===== src/rtl/clock_ctrl.sv =====
// Debounced single-step / auto-run clock-enable generator for a slow teaching CPU.
// The buttons are sampled at a low rate, press edges become one-cycle events, and the FSM turns them into o_clk_en pulses.
module clock_ctrl #(
  parameter int unsigned SAMPLE_DIV = 100000,
  parameter int unsigned DIV0       = 10000000,
  parameter int unsigned DIV1       = 1000000,
  parameter int unsigned DIV2       = 100000,
  parameter int unsigned DIV3       = 10000
) (
  input  logic       i_clk,
  input  logic       i_reset,
  input  logic       i_btn_step,
  input  logic       i_btn_mode,
  input  logic       i_btn_speed,
  input  logic       i_halt,
  output logic       o_clk_en,
  output logic       o_auto,
  output logic       o_halted,
  output logic [1:0] o_speed
);

  localparam int unsigned SW = $clog2(SAMPLE_DIV);
  localparam logic [SW-1:0] SMP_LAST = SW'(SAMPLE_DIV - 1);

  typedef enum logic [1:0] {S_MANUAL, S_AUTO, S_HALTED} state_t;

  // Button vectors are ordered {speed, mode, step}.
  localparam int B_STEP  = 0;
  localparam int B_MODE  = 1;
  localparam int B_SPEED = 2;

  logic [SW-1:0] r_smp_cnt;
  logic          w_strobe;
  logic [2:0]    r_sync1, r_sync2, r_prev, r_evt;

  state_t        r_state;
  logic [31:0]   r_rate;
  logic [31:0]   w_rate_last;
  logic          w_term;
  logic          r_clk_en, r_auto, r_halted;
  logic [1:0]    r_speed;

  assign w_strobe = (r_smp_cnt == SMP_LAST);

  // Sampling front end: synchronize, then edge-detect only on strobe cycles.
  always_ff @(posedge i_clk) begin
    if (i_reset) begin
      r_smp_cnt <= '0;
      r_sync1   <= '0;
      r_sync2   <= '0;
      r_prev    <= '0;
      r_evt     <= '0;
    end else begin
      r_smp_cnt <= w_strobe ? '0 : r_smp_cnt + 1'b1;
      r_sync1   <= {i_btn_speed, i_btn_mode, i_btn_step};
      r_sync2   <= r_sync1;
      if (w_strobe) begin
        r_prev <= r_sync2;
        r_evt  <= r_sync2 & ~r_prev;
      end else begin
        r_evt  <= '0;
      end
    end
  end

  always_comb begin
    w_rate_last = 32'(DIV0 - 1);
    case (r_speed)
      2'd0: w_rate_last = 32'(DIV0 - 1);
      2'd1: w_rate_last = 32'(DIV1 - 1);
      2'd2: w_rate_last = 32'(DIV2 - 1);
      2'd3: w_rate_last = 32'(DIV3 - 1);
      default: w_rate_last = 32'(DIV0 - 1);
    endcase
  end

  assign w_term = (r_rate == w_rate_last);

  // Speed events act in every state; later rate assignments below refine the clear.
  always_ff @(posedge i_clk) begin
    if (i_reset) begin
      r_state  <= S_MANUAL;
      r_rate   <= '0;
      r_clk_en <= 1'b0;
      r_auto   <= 1'b0;
      r_halted <= 1'b0;
      r_speed  <= '0;
    end else begin
      r_clk_en <= 1'b0;
      if (r_evt[B_SPEED]) begin
        r_speed <= r_speed + 2'd1;
        r_rate  <= '0;
      end
      case (r_state)
        S_HALTED: ;
        default: begin
          if (i_halt) begin
            r_state  <= S_HALTED;
            r_auto   <= 1'b0;
            r_halted <= 1'b1;
          end else if (r_evt[B_MODE]) begin
            r_state <= (r_state == S_AUTO) ? S_MANUAL : S_AUTO;
            r_auto  <= (r_state != S_AUTO);
            r_rate  <= '0;
          end else if (r_state == S_MANUAL) begin
            r_clk_en <= r_evt[B_STEP];
          end else if (r_evt[B_SPEED]) begin
            r_rate <= '0;
          end else if (w_term) begin
            r_rate   <= '0;
            r_clk_en <= 1'b1;
          end else begin
            r_rate <= r_rate + 32'd1;
          end
        end
      endcase
    end
  end

  assign o_clk_en = r_clk_en;
  assign o_auto   = r_auto;
  assign o_halted = r_halted;
  assign o_speed  = r_speed;

endmodule


===== config.mk =====
export PLATFORM = sky130hd
export DESIGN_NAME = clock_ctrl
export DESIGN_NICKNAME = d
export VERILOG_FILES = /design/src/rtl/clock_ctrl.sv
export SDC_FILE = /design/constraint.sdc
export NUM_CORES = 1
export LEC_CHECK = 0
export BUFFER_PORTS_ARGS = -buffer_cell sky130_fd_sc_hd__buf_2
export CORE_MARGIN = 2
export CORE_UTILIZATION = 55
export CTS_BUF_LIST = sky130_fd_sc_hd__clkbuf_8
export DETAILED_ROUTE_END_ITERATION = 8
export PLACE_DENSITY = 0.75
export SLEW_MARGIN = 20
export SYNTH_ARGS = -nofsm -noshare
export SYNTH_HDL_FRONTEND = slang
export SYNTH_SLANG_ARGS = --single-unit

===== constraint.sdc =====
create_clock -name i_clk -period 2.44 [get_ports i_clk]
set_clock_uncertainty 0.1 [all_clocks]
set_input_delay 0.122 -clock i_clk [delete_from_list [all_inputs] [get_ports i_clk]]
set_output_delay 0.122 -clock i_clk [all_outputs]
set_load 0.01 [all_outputs]

== Word-level counts from Yosys, hierarchy flattened ==
Cells that the tools add are included.

* Add/subtract/negate cells: 3
* $mul: 0
* Div/mod/pow operators: 0
* Order comparisons: 0
* Equality and inequality tests: 8
* Shifts and indexed selects: 0
* Muxes and demuxes: 16
* Bitwise operators: 4
* Reduce and logical (&&, ||, !) cells: 8

{| class="wikitable"
|+ Operators by type and width
! operator !! number
|-
| $mux W32 || 7
|-
| $pmux W32 S4 || 1
|-
| $add A32 B1 Y32 const B || 1
|-
| $eq A32 B32 Y1 || 1
|-
| $add A17 B1 Y17 const B || 1
|-
| $eq A17 B17 Y1 const B || 1
|-
| $eq A2 B2 Y1 const B || 3
|-
| $mux W1 || 6
|-
| $eq A2 B1 Y1 const B || 2
|-
| $logic_not A2 Y1 || 2
|-
| $mux W2 || 2
|-
| $reduce_and A2 Y1 || 2
|-
| $reduce_or A2 Y1 || 2
|-
| $reduce_or A4 Y1 || 1
|-
| $and A3 B3 Y3 || 1
|-
| $not A3 Y3 || 1
|-
| $add A2 B1 Y2 const B || 1
|-
| $ne A2 B1 Y1 const B || 1
|-
| $not A1 Y1 || 2
|-
| $reduce_bool A2 Y1 || 1
|}

* Flip-flop bits (word level): 68
* Latch bits: 0
* RAM bits: 0
* ROM bits: 0
* Logic and storage cells: 50
* Memories: 0

== Logic depth before layout (Yosys ltp) ==
* Depth in word-level cells: 9
* Mapped depth: 10

== Worst setup path after synthesis ==
OpenSTA, ideal clock, no wires.

* Path kind: register to register
* From: register r_speed[1], in the netlist o_speed[1]
* To: register r_rate[21]
* Arrival: 2.298 ns
* Data required time: 2.218 ns
* Path slack: -0.080 ns
* Stages on the path, launching flop included: 10
* Path buffers: 1
* Cell sequence: dfxtp_1 inv_1 ha_1 clkbuf_1 xor2_1 o41a_1 nor4_4 a31oi_2 o211a_1 a221o_1

* Longest elaborated chain between the ends: 9

{| class="wikitable"
|+ Ends and longest elaborated chain
! item !! line !! text
|-
| from (decl) || 41 || <nowiki>logic [1:0] r_speed;</nowiki>
|-
| from (signal assigned) || 91 || <nowiki>r_speed <= r_speed + 2'd1;</nowiki>
|-
| $eq A2 B2 Y1 (tied with other cells) || 68 || <nowiki>case (r_speed)</nowiki>
|-
| $pmux W32 S4 (*) || 68 ||
|-
| $eq A32 B32 Y1 (*) || 77 || <nowiki>assign w_term = (r_rate == w_rate_last);</nowiki>
|-
| $mux W32 (*) || 109 || <nowiki>end else if (w_term) begin</nowiki>
|-
| $mux W32 (*) || 107 || <nowiki>end else if (r_evt[B_SPEED]) begin</nowiki>
|-
| $mux W32 (*) || 105 || <nowiki>end else if (r_state == S_MANUAL) begin</nowiki>
|-
| $mux W32 (*) || 101 || <nowiki>end else if (r_evt[B_MODE]) begin</nowiki>
|-
| $mux W32 (*) || 97 || <nowiki>if (i_halt) begin</nowiki>
|-
| $mux W32 (*) || 94 || <nowiki>case (r_state)</nowiki>
|-
| to (signal assigned) || 113 || <nowiki>r_rate <= r_rate + 32'd1;</nowiki>
|-
| to (decl) || 37 || <nowiki>logic [31:0] r_rate;</nowiki>
|}

Every way passes the cells marked *; elsewhere a longest branch is shown, timed or not. The select of a mux whose other input is x is not followed.
A chain may end at the register's enable or synchronous reset.

== Worst setup path in the final report ==
* From: register r_speed[1], in the netlist o_speed[1]
* To: register r_rate[10]

Same word-level chain as after synthesis.

==> impl_metrics.py <==
metrics = {
    "run_status": {
        "result_of_the_run": "finished, final reports clean",
    },
    "drt": {
        "detailedRoute.firstPassIterationCount": 5,
        "total_drc_errors_in_the_routed_layout": 0,
        "wire_per_inst_um": 15.6,
        "detail_route.vias_per_cell": 6.07,
        "via_count": 3343,
        "route.final.wire_length_um": 8610,
        "detail-route-antenna-nets": 0,
        "detailedRoute.firstIterationViolations": 244,
    },
    "synth": {
        "synth_edf_count": 0,
        "yosys.cell_types.count": 59,
        "syn_area_um2": 3550,
        "ys_warn_count": 0,
        "postSynth.asyncResetShare": 0,
        "ys_seq_elements": 67,
        "synth_largest_type_area_fraction": 0.377,
        "seq_area_frac_synth": 0.377,
        "syn-mean-instance-area_um2": 8.13,
        "ys_top_cells_by_area": "dfxtp_1 38%, nand3_1 5.6%, nor2_1 5.2%, nand2_1 5.0%, xor2_1 3.2%",
        "cell_taking_the_most_area_after_synthesis": "dfxtp_1",
        "synthFlopType": "dfxtp_1",
        "syn_nets": 449,
        "post_synth_inst_count": 437,
    },
    "hold_path": {
        "hold_path.class": "reg2reg",
        "holdPathStages": 1,
    },
    "power": {
        "areal_power_density_over_the_cells_nw_per_um2": 517,
        "p_int_w": 0.00154,
        "power.switching_fraction": 0.267,
        "power_frac_comb": 0.064,
        "power.sequential.fraction": 0.534,
        "switching_power_w": 0.000560,
        "p_leak_nw": 1.45,
        "pwr-share-clk": 0.402,
        "vdd.ir_drop.worst_mv": 0.518,
        "p_total_w": 0.00210,
    },
    "floorplan": {
        "die-area_um2": 7120,
        "coreArea_um2": 6310,
        "design.portCount": 11,
        "chipHeight_um": 84.4,
        "chipWidth_um": 84.4,
        "rows": 29,
        "starting_utilization_of_the_core_area": 0.563,
    },
    "cts": {
        "clkSinkCount": 67,
        "worst_skew_pair.late_latency_ps": 360,
        "cts_post_setup_buffers_inserted": 0,
        "tritoncts": "done",
        "htree_levels": 3,
        "clock_buffer_count_from_cts": 9,
        "clock_transition_time_at_the_flip_flop_clock_pins_of_the_worst_setup_and_hold_paths_ps": 80,
        "root_buffer": "clkbuf_8",
        "clk_path_buf_depth": 2,
    },
    "cells_and_area": {
        "area_growth_syn_to_layout_pct": 14.1,
        "layout.cells.most_common": "dfxtp_1",
        "final_cell_mix": "66 x dfxtp_1, 49 x nor2_1, 46 x nand2_1",
        "finish.cell_count_without_fillers": 551,
        "layout.nets": 481,
        "antenna_cells": 0,
        "fraction_of_final_layout_cells_sized_beyond_drive_strength_1": 0.160,
    },
    "flow_run": {
        "number_of_maximum_capacitance_violations": 0,
    },
    "sta": {
        "finalCriticalPeriod_ps": 2320,
        "slew-limit-headroom": 0.537,
        "fmax_mhz": 431,
        "finalCritPeriodShare": 0.950,
        "setup-tns-final_ps": 0,
        "final_hold_viol_count": 0,
        "finalSetupViolCount": 0,
        "rsz0062_at_grt": "false",
        "actual_slew_at_the_worst_max_slew_pin_ps": 690,
        "drv_slew": 0,
    },
    "critical_path": {
        "worstSetupPathType": "reg2reg",
        "ff2ff_setup_slack_ps": 120,
        "timing.critical_path.to_type": "flop",
        "startpoint_class_of_the_critical_path": "flop",
        "arrival_time_of_the_worst_setup_path_ps": 2440,
        "timing.critical_path.required_ps": 2560,
        "timing.reg2reg.worst_path_depth": 10,
        "worstPathMaxFanout": 6,
    },
    "global_routing": {
        "grt_usage": 0.249,
        "grt_max_degree": 25,
        "grt_overflow": 0,
        "antenna_found_initial": 0,
        "grt_pass1_vias": 3054,
        "grt_pass1_wl_um": 14200,
    },
    "place": {
        "gpl.final_weighted_congestion": 0.880,
        "io_buffer_count": 10,
        "dp.cells": 530,
        "detailed_place_hpwl_um": 6280,
    },
}
==> cell type report <==
| cell class | instances | area [um2] |
|---|---|---|
| multi-input combinational | 339 | 2070 |
| fill | 549 | 2260 |
| inverter | 6 | 22.5 |
| clock buffer | 9 | 124 |
| tap | 77 | 96.3 |
| clock inverter | 7 | 52.6 |
| timing repair buffer | 46 | 345 |
| sequential | 67 | 1340 |
==> flip-flops by register name, indices dropped and copies added (netlist names) <==
register   count
o_speed        2
o_clk_en       1
r_prev         3
r_sync1        3
r_smp_cnt     17
r_evt          3
r_rate        32
r_sync2        3
r_state        2
o_halted       1
==> cell families after synthesis <==
family          share of synthesized area
flops                               0.377
fa+ha+maj                          0.0211
xor+xnor                           0.0591
compound gates                      0.122
mux                                0.0225
simple gates                        0.350
buf+inv                            0.0472
==> cells in the mapped netlist (9+ instances only) <==
cell type / count
nand3_1: 40
nand2_1: 47
o21ai_0: 10
nor2_1: 49
a31oi_1: 18
xor2_1: 13
nor3_1: 20
a21oi_1: 9
dfxtp_1: 67
nand4_1: 18
clkbuf_1: 17
nor2b_1: 9
xnor2_1: 11
==> power groups by stage <==
| stage | sequential, W | combinational, W | clock (W) |
|---|---|---|---|
| after floorplan | 0.00114 | 0.0000775 | 0 |
| after global placement | 0.00114 | 0.000121 | 0 |
| after detailed placement | 0.00114 | 0.000124 | 0 |
| after CTS | 0.00112 | 0.000131 | 0.000857 |
| after global routing | 0.00112 | 0.000146 | 0.000901 |
| final | 0.00112 | 0.000134 | 0.000843 |
==> critical path, stage by stage, from the launching register on <==
cell      delay (ps)
dfxtp_1          340
inv_1             70
ha_2             220
xor2_1           150
o41a_1           370
nor4_4           320
buf_4            190
a21oi_2           90
buf_12           160
nand4_1           70
o311ai_0         120
==> path summary, 6_finish.rpt <==
kind / start / endpoint
worst max-delay path: o_speed[1] / r_rate[10]
worst min-delay path: r_prev[0] / r_evt[0]
worst max register to register: o_speed[1] / r_rate[10]
worst min register to register: r_prev[0] / r_evt[0]
==> timing repair <==
item	CTS	global route
hold buffers	5	0
endpoints found under the hold margin	7	0
setup endpoints to repair	0	12
gates resized for setup	0	8
==> stage by stage <==
stage / utilization / setup slack [ps] / cell area (um2) / hold WS, ps
after CTS: 0.639 / 40.8 / 4030 / 323
after global placement: 0.602 / 203 / 3800 / 240
after detailed placement: 0.603 / 75.9 / 3810 / 239
final: 0.642 / 122 / 4060 / 326
after global routing: 0.642 / 6.97 / 4060 / 340
after floorplan: - / 20.5 / 3550 / 99.3
==> routing by layer <==
layer	track usage	up-vias	share of wire
met5	0	-	0
met4	0.123	0	0.035
met3	0.0560	31	0.049
met2	0.376	105	0.46
met1	0.338	1571	0.46
li1	-	1636	-
(Power assumes the default switching activity.)
